## src/rtl/pc_stack.sv

```systemverilog
// pc_stack: program counter with a DEPTH-entry hardware return-address stack and sticky error flags
module pc_stack #(
  parameter int WIDTH = 16,
  parameter int DEPTH = 8,
  parameter logic [WIDTH-1:0] RESET_VALUE = '0
) (
  input  logic                     clock,
  input  logic                     reset,
  input  logic [WIDTH-1:0]         in,
  input  logic                     load,
  input  logic                     inc,
  input  logic                     call,
  input  logic                     ret,
  input  logic                     clear_err,
  output logic [WIDTH-1:0]         out,
  output logic [$clog2(DEPTH):0]   count,
  output logic                     empty,
  output logic                     full,
  output logic                     overflow,
  output logic                     underflow
);
  localparam int AW = $clog2(DEPTH);
  localparam int CW = AW + 1;
  logic [WIDTH-1:0] stack [DEPTH];
  logic [WIDTH-1:0] pc_inc;
  logic [AW-1:0]    top;
  logic             push;
  assign pc_inc = out + WIDTH'(1);
  assign empty  = count == '0;
  assign full   = count == CW'(DEPTH);
  assign top    = AW'(count - CW'(1));
  assign push   = call && !ret && !full;
  always_ff @(posedge clock or posedge reset)
    if (reset) begin
      out       <= RESET_VALUE;
      count     <= '0;
      overflow  <= 1'b0;
      underflow <= 1'b0;
    end else begin
      if (ret) begin
        if (!empty) begin
          out   <= stack[top];
          count <= count - CW'(1);
        end
      end else if (call) begin
        out <= in;
        if (!full) count <= count + CW'(1);
      end else if (load) out <= in;
      else if (inc) out <= pc_inc;
      // a new error on the same edge as clear_err wins
      overflow  <= (overflow && !clear_err) || (call && !ret && full);
      underflow <= (underflow && !clear_err) || (ret && empty);
    end
  // storage is not reset; entries above count are don't-care
  always_ff @(posedge clock)
    if (push) stack[count[AW-1:0]] <= pc_inc;
endmodule
```

## config.mk

```make
export PLATFORM = sky130hd
export DESIGN_NAME = pc_stack
export DESIGN_NICKNAME = d
export VERILOG_FILES = /design/src/rtl/pc_stack.sv
export SDC_FILE = /design/constraint.sdc
export NUM_CORES = 1
export LEC_CHECK = 0
export CAP_MARGIN = 20
export CORE_ASPECT_RATIO = 0.8
export CORE_MARGIN = 10
export CORE_UTILIZATION = 63
export CTS_BUF_LIST = sky130_fd_sc_hd__clkbuf_4 sky130_fd_sc_hd__clkbuf_8
export DETAILED_ROUTE_END_ITERATION = 12
export PLACE_DENSITY = 0.85
export SKIP_CTS_REPAIR_TIMING = 1
export SYNTH_ARGS = -nofsm -noshare
export SYNTH_HDL_FRONTEND = slang
export SYNTH_SLANG_ARGS = --single-unit
```

## constraint.sdc

```tcl
create_clock -name clock -period 6.2 [get_ports clock]
set_clock_uncertainty 0.15 [all_clocks]
set_input_delay 1.24 -clock clock [delete_from_list [all_inputs] [get_ports clock]]
set_output_delay 1.24 -clock clock [all_outputs]
set_load 0.01 [all_outputs]
```

==> impl_metrics.xml, run 1 <==
<?xml version="1.0" encoding="UTF-8"?>
<metrics>
  <group name="status">
    <metric name="outcome" unit="">completed</metric>
  </group>
  <group name="global_route">
    <metric name="grt_antenna_before_repair" unit="">0</metric>
    <metric name="globalRouteOverflowTotal" unit="">0</metric>
    <metric name="grt_max_degree" unit="">38</metric>
    <metric name="via_count_of_the_first_global_routing_pass" unit="">3827</metric>
    <metric name="track_usage" unit="">0.211</metric>
    <metric name="grt_first_pass_wirelength" unit="µm">22800</metric>
  </group>
  <group name="logic_synthesis">
    <metric name="ys_dominant_reg_cell" unit="">sky130_fd_sc_hd__edfxtp_1</metric>
    <metric name="synthTopCellsByCount" unit="">sky130_fd_sc_hd__edfxtp_1 (128), sky130_fd_sc_hd__mux4_2 (30), sky130_fd_sc_hd__nor2_1 (27), sky130_fd_sc_hd__dfrtp_1 (22), sky130_fd_sc_hd__nand2_1 (15)</metric>
    <metric name="post_synth_inst_count" unit="">381</metric>
    <metric name="synthDominantCellAreaShare" unit="">0.604</metric>
    <metric name="synth.most_common_cell" unit="">sky130_fd_sc_hd__edfxtp_1</metric>
    <metric name="yosysSeqAreaShare" unit="">0.690</metric>
    <metric name="netlist-cell-type-count" unit="">52</metric>
    <metric name="count_of_flip_flops_with_a_built_in_enable_after_synthesis" unit="">128</metric>
    <metric name="syn_area" unit="µm²">6360</metric>
    <metric name="synth.avg_cell_area" unit="µm²">16.7</metric>
    <metric name="synth-seq-cells" unit="">150</metric>
    <metric name="synth-warning-count" unit="">0</metric>
    <metric name="netlist.top_cell.by_area" unit="">sky130_fd_sc_hd__edfxtp_1</metric>
    <metric name="synth-async-reset-ratio" unit="">0.147</metric>
    <metric name="mappedNetlistNets" unit="">407</metric>
    <metric name="yosys-top-cells-area" unit="">sky130_fd_sc_hd__edfxtp_1 (60%), sky130_fd_sc_hd__mux4_2 (11%), sky130_fd_sc_hd__dfrtp_1 (8.6%)</metric>
  </group>
  <group name="sta">
    <metric name="achievable-frequency" unit="MHz">265</metric>
    <metric name="final.setup.worst_slack" unit="ns">2.43</metric>
    <metric name="timing.final.crit_period" unit="ns">3.77</metric>
    <metric name="post-route-period-util" unit="">0.608</metric>
    <metric name="finalHoldViolCount" unit="">0</metric>
    <metric name="final-max-slew-violation-count" unit="">0</metric>
    <metric name="relSlewSlack" unit="">0.376</metric>
    <metric name="grt_setup_unrepaired" unit="">no</metric>
    <metric name="tightestPinTransition" unit="ns">0.935</metric>
    <metric name="finalSetupTns" unit="ns">0</metric>
    <metric name="fin_worst_hold_slack" unit="ns">0.386</metric>
    <metric name="setup_violations" unit="">0</metric>
  </group>
  <group name="floorplanning">
    <metric name="die_w" unit="µm">132</metric>
    <metric name="rows" unit="">32</metric>
    <metric name="io-pin-count" unit="">47</metric>
    <metric name="core-area" unit="µm²">9770</metric>
    <metric name="start_util" unit="">0.652</metric>
    <metric name="floorplan.die.height" unit="µm">110</metric>
    <metric name="dieArea" unit="µm²">14500</metric>
  </group>
  <group name="finish">
    <metric name="fin_util" unit="">0.759</metric>
    <metric name="fillerInstances" unit="">599</metric>
    <metric name="final-instance-count-excl-fill" unit="">588</metric>
    <metric name="layout.nets" unit="">465</metric>
    <metric name="area_delta_synth_final" unit="%">16.5</metric>
    <metric name="antenna_cells" unit="">0</metric>
    <metric name="share_of_final_layout_standard_cells_stronger_than_drive_strength_1" unit="">0.186</metric>
    <metric name="stdcell_area" unit="µm²">7410</metric>
  </group>
  <group name="power">
    <metric name="power.share.combinational" unit="">0.367</metric>
    <metric name="p_sw_frac" unit="">0.341</metric>
    <metric name="leakagePower" unit="nW">2.51</metric>
    <metric name="power.density" unit="nW/µm²">498</metric>
    <metric name="power.share.sequential" unit="">0.424</metric>
    <metric name="post-layout-total-power" unit="mW">3.69</metric>
    <metric name="internal_power" unit="mW">2.43</metric>
    <metric name="power.share.clock" unit="">0.209</metric>
    <metric name="netSwitchingPower" unit="mW">1.26</metric>
    <metric name="vdd_drop_max" unit="mV">0.299</metric>
  </group>
  <group name="route">
    <metric name="drtPass1Iterations" unit="">5</metric>
    <metric name="routed_wl" unit="µm">14600</metric>
    <metric name="via_count" unit="">3830</metric>
    <metric name="ant_nets" unit="">0</metric>
    <metric name="route.detailed.drc" unit="">0</metric>
    <metric name="drt_first_iter_violations" unit="">580</metric>
    <metric name="wire_per_inst" unit="µm">24.8</metric>
    <metric name="route.detailed.vias_per_inst" unit="">6.51</metric>
  </group>
  <group name="worst_setup_path">
    <metric name="max_stage_delay_on_crit_path" unit="ns">0.62</metric>
    <metric name="worstPathRequired" unit="ns">4.81</metric>
    <metric name="critical_path.max_fanout" unit="">8</metric>
    <metric name="critical_path.cell_chain" unit="">inv_1 -&gt; ha_1 -&gt; nor3b_1 -&gt; clkdlybuf4s50_1</metric>
    <metric name="timing_worst_setup_path_type" unit="">register to output pin</metric>
    <metric name="cp.arrival" unit="ns">2.38</metric>
    <metric name="cp-end-kind" unit="">output pin</metric>
    <metric name="timing.critical_path.from_type" unit="">register</metric>
    <metric name="crit_path_top_delay_cell" unit="">sky130_fd_sc_hd__clkdlybuf4s50_1</metric>
  </group>
  <group name="run">
    <metric name="timing.max_cap.violations" unit="">0</metric>
  </group>
  <group name="clocking">
    <metric name="cts-buffers-inserted" unit="">17</metric>
    <metric name="clk_transition_reported_paths" unit="ns">0.08</metric>
    <metric name="cts_num_sinks" unit="">150</metric>
    <metric name="h-tree-depth" unit="">4</metric>
    <metric name="worst_skew_pair.late_latency" unit="ns">0.45</metric>
    <metric name="clock_tree.root_cell" unit="">sky130_fd_sc_hd__clkbuf_8</metric>
    <metric name="tritoncts" unit="">built</metric>
    <metric name="cts_max_path_bufs" unit="">2</metric>
  </group>
  <group name="placement">
    <metric name="numPlacedInstances" unit="">555</metric>
    <metric name="dpl_cell_area" unit="µm²">6990</metric>
    <metric name="gp_routability_congestion" unit="">0.960</metric>
    <metric name="hpwlAfterDp" unit="µm">9260</metric>
    <metric name="preCtsSetupSlack" unit="ns">1.77</metric>
    <metric name="io_buffers" unit="">46</metric>
  </group>
  <group name="worst_hold_path">
    <metric name="hold_class" unit="">register to register</metric>
  </group>
</metrics>
## metal layers
metal	vias to the layer above	wire, µm	GRT usage
li1	1639	-	-
met1	1915	6030	0.287
met2	246	6680	0.315
met3	30	1550	0.0675
met4	0	319	0.0839
met5	-	0	0
## flip-flops by register name (all words and copies together), names as in the netlist
name       count
overflow       1
count          4
underflow      1
out           16
stack        128
## final timing paths
| kind | start | endpoint | slack (ns) | cells past startpoint |
|---|---|---|---|---|
| max in group asynchronous | reset | count[0] | 4.12 | 2 |
| setup reg to reg | count[1] | stack[3][12] | 3.04 | 7 |
| min in group asynchronous | reset | count[3] | 1.15 | 2 |
| hold reg to reg | count[3] | count[3] | 0.39 | 1 |
| hold / removal | count[3] | count[3] | 0.39 | 1 |
| setup / recovery | count[1] | empty | 2.43 | 4 |
## cell type report
type / instances / area, µm² / area share
inverters: 9 / 33.8 / 0.00456
multi-input cells: 202 / 1840 / 0.249
repair buffers: 59 / 558 / 0.0753
clock inverters: 12 / 154 / 0.0208
clock buffers: 20 / 256 / 0.0346
well taps: 136 / 170 / 0.0230
flip-flops and latches: 150 / 4400 / 0.593
## power groups by stage
stage / combinational, mW / clock [mW] / sequential (mW)
finish: 1.35 / 0.773 / 1.56
global route: 1.47 / 0.819 / 1.58
CTS: 1.35 / 0.779 / 1.56
detailed placement: 1.35 / 0 / 1.58
global placement: 1.31 / 0 / 1.57
floorplan: 0.898 / 0 / 1.55
## logic make-up (layout without fill, tap and decap cells)
| group | count (synthesis) | in the layout | share of synthesized area |
|---|---|---|---|
| flops | 150 | 150 | 0.690 |
| simple gates | 76 | 76 | 0.0613 |
| compound gates | 66 | 66 | 0.0747 |
| mux | 39 | 39 | 0.121 |
| buf+inv | 29 | 100 | 0.0222 |
| xor+xnor | 18 | 18 | 0.0248 |
| fa+ha+maj | 3 | 3 | 0.00590 |
## worst max-delay path, delay by kind of cell, from the launching register on
family	cells	cell delay, ns
adders and majority gates	1	0.29
buffers and inverters	2	0.77
DFF	1	0.49
and+or+nand+nor	1	0.37
## placed cells by master (no fill, tap or decap), types with 3 or more instances in the layout
cell type                         instances
sky130_fd_sc_hd__a31oi_1                  7
sky130_fd_sc_hd__ha_1                     3
sky130_fd_sc_hd__nand2_1                 15
sky130_fd_sc_hd__clkdlybuf4s50_1         46
sky130_fd_sc_hd__xor2_1                  10
sky130_fd_sc_hd__buf_4                   13
sky130_fd_sc_hd__xnor2_1                  8
sky130_fd_sc_hd__a21oi_1                  6
sky130_fd_sc_hd__o21ai_0                 10
sky130_fd_sc_hd__bufinv_16                3
sky130_fd_sc_hd__clkbuf_4                 3
sky130_fd_sc_hd__inv_1                    9
sky130_fd_sc_hd__mux4_2                  30
sky130_fd_sc_hd__o31a_1                   4
sky130_fd_sc_hd__o211ai_1                 7
sky130_fd_sc_hd__and4_1                   3
sky130_fd_sc_hd__edfxtp_1               128
sky130_fd_sc_hd__nor2_1                  27
sky130_fd_sc_hd__clkbuf_8                17
sky130_fd_sc_hd__dfrtp_1                 21
sky130_fd_sc_hd__clkinv_4                 3
sky130_fd_sc_hd__mux2i_1                  7
sky130_fd_sc_hd__nand3_1                  7
sky130_fd_sc_hd__a221oi_1                 4
sky130_fd_sc_hd__a22oi_1                 10
(Power assumes the default switching activity.)
==> run 2, diff against run 1 <==
Settings changed: CORE_UTILIZATION 63 to 55, PLACE_DENSITY 0.85 to 0.79.
Clock period 6.2 ns to 3.2 ns, I/O delays scaled along.
==> impl_metrics.xml, run 2 (synthesized netlist as in run 1, its figures left out) <==
<?xml version="1.0" encoding="UTF-8"?>
<metrics>
  <group name="worst_setup_path">
    <metric name="critical_path.n_buffers_inverters" unit="">2</metric>
    <metric name="timing.critical_path.from_type" unit="">register</metric>
    <metric name="max_stage_delay_on_crit_path" unit="ns">0.58</metric>
    <metric name="critical_path.cell_chain" unit="">inv_1 -&gt; ha_1 -&gt; nor3b_2 -&gt; clkdlybuf4s50_1</metric>
    <metric name="timing_worst_setup_path_type" unit="">register to output pin</metric>
    <metric name="critPathTopFamily" unit="">buffers and inverters</metric>
    <metric name="crit_path_top_delay_cell" unit="">sky130_fd_sc_hd__clkdlybuf4s50_1</metric>
    <metric name="critical_path.max_fanout" unit="">8</metric>
    <metric name="regToRegStartpoint" unit="">count[1]</metric>
    <metric name="worstPathRequired" unit="ns">2.41</metric>
    <metric name="critical_path_origin" unit="">count[1]</metric>
    <metric name="worst-r2r-setup-slack" unit="ns">0.35</metric>
    <metric name="cp.arrival" unit="ns">2.24</metric>
    <metric name="cp-end-kind" unit="">output pin</metric>
  </group>
  <group name="floorplanning">
    <metric name="io-pin-count" unit="">47</metric>
    <metric name="floorplan.die.height" unit="µm">116</metric>
    <metric name="dieArea" unit="µm²">16300</metric>
    <metric name="core-area" unit="µm²">11400</metric>
    <metric name="die_w" unit="µm">140</metric>
    <metric name="start_util" unit="">0.557</metric>
    <metric name="rows" unit="">35</metric>
  </group>
  <group name="finish">
    <metric name="area_delta_synth_final" unit="%">18.6</metric>
    <metric name="fillerInstances" unit="">778</metric>
    <metric name="most_frequent_standard_cell_in_the_layout_excluding_fill_and_tap_cells" unit="">sky130_fd_sc_hd__edfxtp_1</metric>
    <metric name="most_used_cells_in_the_layout_excluding_fill_and_tap_cells" unit="">sky130_fd_sc_hd__edfxtp_1 (128), sky130_fd_sc_hd__clkdlybuf4s50_1 (46), sky130_fd_sc_hd__mux4_2 (30), sky130_fd_sc_hd__nor2_1 (27), sky130_fd_sc_hd__buf_4 (23)</metric>
    <metric name="layout.nets" unit="">477</metric>
    <metric name="fin_util" unit="">0.661</metric>
    <metric name="final-instance-count-excl-fill" unit="">612</metric>
    <metric name="largest_register_ffs" unit="">128</metric>
    <metric name="share_of_final_layout_standard_cells_stronger_than_drive_strength_1" unit="">0.207</metric>
    <metric name="antenna_cells" unit="">0</metric>
  </group>
  <group name="sta">
    <metric name="final-max-slew-violation-count" unit="">0</metric>
    <metric name="tightestPinTransition" unit="ns">0.934</metric>
    <metric name="relSlewSlack" unit="">0.377</metric>
    <metric name="finalSetupTns" unit="ns">0</metric>
    <metric name="fin_worst_hold_slack" unit="ns">0.369</metric>
    <metric name="timing.final.crit_period" unit="ns">3.03</metric>
    <metric name="achievable-frequency" unit="MHz">330</metric>
    <metric name="post-route-period-util" unit="">0.948</metric>
    <metric name="grt_setup_unrepaired" unit="">no</metric>
    <metric name="setup_violations" unit="">0</metric>
    <metric name="finalHoldViolCount" unit="">0</metric>
  </group>
  <group name="placement">
    <metric name="gp_routability_congestion" unit="">0.887</metric>
    <metric name="hpwlAfterDp" unit="µm">10100</metric>
    <metric name="numPlacedInstances" unit="">580</metric>
    <metric name="io_buffers" unit="">46</metric>
  </group>
  <group name="route">
    <metric name="wire_per_inst" unit="µm">25.0</metric>
    <metric name="route.detailed.drc" unit="">0</metric>
    <metric name="drtPass1Iterations" unit="">5</metric>
    <metric name="via_count" unit="">3933</metric>
    <metric name="ant_nets" unit="">0</metric>
    <metric name="drt_first_iter_violations" unit="">462</metric>
    <metric name="route.detailed.vias_per_inst" unit="">6.43</metric>
    <metric name="routed_wl" unit="µm">15300</metric>
  </group>
  <group name="clocking">
    <metric name="tritoncts" unit="">built</metric>
    <metric name="cts-buffers-inserted" unit="">17</metric>
    <metric name="cts_num_sinks" unit="">150</metric>
    <metric name="h-tree-depth" unit="">4</metric>
    <metric name="cts_max_path_bufs" unit="">2</metric>
    <metric name="clk_transition_reported_paths" unit="ns">0.07</metric>
    <metric name="clock_tree.root_cell" unit="">sky130_fd_sc_hd__clkbuf_8</metric>
    <metric name="worst_skew_pair.late_latency" unit="ns">0.45</metric>
  </group>
  <group name="worst_hold_path">
    <metric name="hold_class" unit="">register to register</metric>
    <metric name="hold_path.startpoint" unit="">overflow</metric>
  </group>
  <group name="global_route">
    <metric name="via_count_of_the_first_global_routing_pass" unit="">3995</metric>
    <metric name="grt_antenna_before_repair" unit="">0</metric>
    <metric name="globalRouteOverflowTotal" unit="">0</metric>
    <metric name="grt_first_pass_wirelength" unit="µm">23700</metric>
    <metric name="track_usage" unit="">0.193</metric>
    <metric name="grt_max_degree" unit="">38</metric>
  </group>
  <group name="power">
    <metric name="vdd_drop_max" unit="mV">0.638</metric>
    <metric name="leakagePower" unit="nW">2.58</metric>
    <metric name="power.density" unit="nW/µm²">965</metric>
    <metric name="post-layout-total-power" unit="mW">7.29</metric>
  </group>
  <group name="run">
    <metric name="timing.max_cap.violations" unit="">0</metric>
  </group>
  <group name="status">
    <metric name="outcome" unit="">completed</metric>
  </group>
</metrics>
-- run 2: cell count changes in the layout (fill, tap and decap cells not counted), sizes merged --
cell	before	now
buf	13	25
clkbuf	20	18
clkinv	6	5
inv	10	13
-- run 2: final cells by class --
cell class / count / area (µm²) / share of cell area
clock buffers: 18 / 241 / 0.0320
clock inverters: 14 / 173 / 0.0229
inverters: 9 / 33.8 / 0.00447
multi-input cells: 202 / 1850 / 0.245
flip-flops and latches: 150 / 4400 / 0.582
well taps: 148 / 185 / 0.0245
repair buffers: 71 / 673 / 0.0891
-- run 2: stage by stage --
step | setup WS, ns | instance area [µm²]
after detailed placement | 0.371 | 7130
after CTS | 0.0541 | 7550
after global placement | 0.486 | 7130
after global routing | 0.0993 | 7550
final | 0.166 | 7550
after floorplan | 0.168 | 6370
-- run 2: power breakdown --
part,internal [mW],switching (mW)
Combinational,1.26,1.47
Clock,0.786,0.734
Sequential,2.72,0.321
-- run 2: worst paths after layout --
check | to | cells past startpoint
worst max register to register | out[0] | 7
worst min-delay path | overflow | 1
max in group asynchronous | count[0] | 2
worst min register to register | overflow | 1
worst max-delay path | empty | 4
min in group asynchronous | out[5] | 2
-- run 2: worst reg2reg max path: stages (launching register included) --
cell	delay, ns
sky130_fd_sc_hd__dfrtp_1	0.54
sky130_fd_sc_hd__inv_1	0.14
sky130_fd_sc_hd__ha_1	0.64
sky130_fd_sc_hd__buf_4	0.34
sky130_fd_sc_hd__mux4_2	0.36
sky130_fd_sc_hd__a22oi_1	0.21
sky130_fd_sc_hd__o211ai_1	0.15
sky130_fd_sc_hd__a21boi_0	0.19
-- run 2: routing by layer --
layer	part of all wire	global-route usage
met1	0.41	0.258
met2	0.48	0.303
met3	0.095	0.0577
met4	0.014	0.0529
met5	0	0
==> run 3, diff against run 2 <==
Settings changed: CORE_UTILIZATION 55 to 61, PLACE_DENSITY 0.79 to 0.83, RECOVER_POWER from default to 25.
Clock period 3.2 ns to 3.33 ns, I/O delays scaled along.
==> impl_metrics.xml, run 3 (synthesized netlist as in run 1, its figures left out) <==
<?xml version="1.0" encoding="UTF-8"?>
<metrics>
  <group name="worst_hold_path">
    <metric name="hold_class" unit="">register to register</metric>
    <metric name="hold_depth" unit="">1</metric>
    <metric name="min_delay_worst_endpoint" unit="">overflow</metric>
    <metric name="hold_path.startpoint" unit="">overflow</metric>
  </group>
  <group name="global_route">
    <metric name="track_usage" unit="">0.205</metric>
    <metric name="grt_first_pass_wirelength" unit="µm">23000</metric>
    <metric name="globalRouteOverflowTotal" unit="">0</metric>
    <metric name="via_count_of_the_first_global_routing_pass" unit="">3961</metric>
    <metric name="grt_antenna_before_repair" unit="">0</metric>
    <metric name="grt_max_degree" unit="">38</metric>
  </group>
  <group name="placement">
    <metric name="hpwlAfterDp" unit="µm">9900</metric>
    <metric name="numPlacedInstances" unit="">574</metric>
    <metric name="gp_routability_congestion" unit="">0.828</metric>
    <metric name="io_buffers" unit="">46</metric>
  </group>
  <group name="sta">
    <metric name="finalHoldViolCount" unit="">0</metric>
    <metric name="final-max-slew-violation-count" unit="">0</metric>
    <metric name="fin_worst_hold_slack" unit="ns">0.352</metric>
    <metric name="tightestPinTransition" unit="ns">0.936</metric>
    <metric name="setup_violations" unit="">0</metric>
    <metric name="timing.final.crit_period" unit="ns">3.03</metric>
    <metric name="grt_setup_unrepaired" unit="">no</metric>
    <metric name="finalSetupTns" unit="ns">0</metric>
    <metric name="achievable-frequency" unit="MHz">330</metric>
    <metric name="relSlewSlack" unit="">0.375</metric>
    <metric name="post-route-period-util" unit="">0.911</metric>
  </group>
  <group name="route">
    <metric name="route.detailed.drc" unit="">0</metric>
    <metric name="route.detailed.vias_per_inst" unit="">6.47</metric>
    <metric name="ant_nets" unit="">0</metric>
    <metric name="drtPass1Iterations" unit="">5</metric>
    <metric name="drt_first_iter_violations" unit="">453</metric>
    <metric name="wire_per_inst" unit="µm">25.0</metric>
    <metric name="routed_wl" unit="µm">15100</metric>
    <metric name="via_count" unit="">3919</metric>
  </group>
  <group name="worst_setup_path">
    <metric name="cp.arrival" unit="ns">2.22</metric>
    <metric name="worst-r2r-setup-slack" unit="ns">0.59</metric>
    <metric name="critical_path.max_fanout" unit="">8</metric>
    <metric name="reg2regPathDepth" unit="">8</metric>
    <metric name="timing.rr.end" unit="">out[10]</metric>
    <metric name="timing_worst_setup_path_type" unit="">register to output pin</metric>
    <metric name="timing.critical_path.from_type" unit="">register</metric>
    <metric name="max_stage_delay_on_crit_path" unit="ns">0.59</metric>
    <metric name="cp-end-kind" unit="">output pin</metric>
    <metric name="regToRegStartpoint" unit="">count[1]</metric>
    <metric name="critical_path.cell_chain" unit="">inv_1 -&gt; ha_1 -&gt; nor3b_1 -&gt; clkdlybuf4s50_1</metric>
    <metric name="worstPathRequired" unit="ns">2.51</metric>
    <metric name="crit_path_top_delay_cell" unit="">sky130_fd_sc_hd__clkdlybuf4s50_1</metric>
    <metric name="critical_path.n_buffers_inverters" unit="">2</metric>
    <metric name="critPathTopFamily" unit="">buffers and inverters</metric>
  </group>
  <group name="floorplanning">
    <metric name="dieArea" unit="µm²">14900</metric>
    <metric name="start_util" unit="">0.622</metric>
    <metric name="rows" unit="">33</metric>
    <metric name="die_w" unit="µm">134</metric>
    <metric name="core-area" unit="µm²">10200</metric>
    <metric name="floorplan.die.height" unit="µm">111</metric>
    <metric name="io-pin-count" unit="">47</metric>
  </group>
  <group name="clocking">
    <metric name="tritoncts" unit="">built</metric>
    <metric name="cts-buffers-inserted" unit="">17</metric>
    <metric name="clock_tree.root_cell" unit="">sky130_fd_sc_hd__clkbuf_8</metric>
    <metric name="cts_max_path_bufs" unit="">2</metric>
    <metric name="worst_skew_pair.late_latency" unit="ns">0.44</metric>
    <metric name="cts_num_sinks" unit="">150</metric>
    <metric name="h-tree-depth" unit="">4</metric>
    <metric name="clk_transition_reported_paths" unit="ns">0.08</metric>
  </group>
  <group name="finish">
    <metric name="antenna_cells" unit="">0</metric>
    <metric name="area_delta_synth_final" unit="%">18.6</metric>
    <metric name="layout.nets" unit="">479</metric>
    <metric name="fillerInstances" unit="">628</metric>
    <metric name="share_of_final_layout_standard_cells_stronger_than_drive_strength_1" unit="">0.210</metric>
    <metric name="fin_util" unit="">0.737</metric>
    <metric name="final-instance-count-excl-fill" unit="">606</metric>
    <metric name="most_frequent_standard_cell_in_the_layout_excluding_fill_and_tap_cells" unit="">sky130_fd_sc_hd__edfxtp_1</metric>
    <metric name="largest_register_ffs" unit="">128</metric>
    <metric name="most_used_cells_in_the_layout_excluding_fill_and_tap_cells" unit="">sky130_fd_sc_hd__edfxtp_1 (128), sky130_fd_sc_hd__clkdlybuf4s50_1 (44), sky130_fd_sc_hd__mux4_2 (30), sky130_fd_sc_hd__nor2_1 (27), sky130_fd_sc_hd__buf_4 (26)</metric>
  </group>
  <group name="power">
    <metric name="leakagePower" unit="nW">2.60</metric>
    <metric name="power.density" unit="nW/µm²">934</metric>
    <metric name="post-layout-total-power" unit="mW">7.05</metric>
    <metric name="vdd_drop_max" unit="mV">0.420</metric>
  </group>
  <group name="status">
    <metric name="outcome" unit="">completed</metric>
  </group>
  <group name="run">
    <metric name="timing.max_cap.violations" unit="">0</metric>
  </group>
</metrics>
## run 3: cell types whose count changed in the layout (fill, tap and decap cells not counted), moves of 2 or more
cell and delta:
sky130_fd_sc_hd__buf_4 +3, sky130_fd_sc_hd__clkdlybuf4s50_1 -2, sky130_fd_sc_hd__dlygate4sd3_1 +2, sky130_fd_sc_hd__clkinv_1 -2, sky130_fd_sc_hd__buf_12 -2, sky130_fd_sc_hd__clkinv_2 +2, sky130_fd_sc_hd__inv_6 -2
## run 3: how the worst max path moves through the flow
stage / slack, ns / cells after the start / startpoint / to
floorplan: 0.30 / 8 / count[0] / stack[7][0]
global placement: 0.51 / 5 / call / out[7]
detailed placement: 0.41 / 5 / ret / stack[3][5]
CTS: 0.30 / 4 / count[1] / empty
global route: 0.17 / 4 / count[1] / empty
finish: 0.30 / 4 / count[1] / empty
## run 3: stage by stage
stage	area, µm²	worst slack (ns)
2_1_floorplan	6370	0.298
3_3_place_gp	7110	0.508
3_5_place_dp	7110	0.407
4_1_cts	7550	0.301
5_1_grt	7550	0.171
6_report	7550	0.297
## run 3: cell type report
type                       instances  area, µm²  area share
sequential                       150       4400       0.582
clock inverter                    12        176      0.0234
tap                              140        175      0.0232
clock buffer                      20        263      0.0348
inverter                           9       33.8     0.00448
timing repair buffer              73        659      0.0874
multi-input combinational        202       1840       0.244
## run 3: layer usage
| metal | global-route usage | share of wire | vias up |
|---|---|---|---|
| met1 | 0.263 | 0.39 | 1979 |
| met3 | 0.0638 | 0.098 | 29 |
| met5 | 0 | 0 | - |
| met4 | 0.0782 | 0.025 | 0 |
| li1 | - | - | 1670 |
| met2 | 0.321 | 0.48 | 241 |
## run 3: where the power goes
group	switching, mW	internal [mW]
combinational	1.42	1.20
sequential	0.296	2.62
clock	0.672	0.854
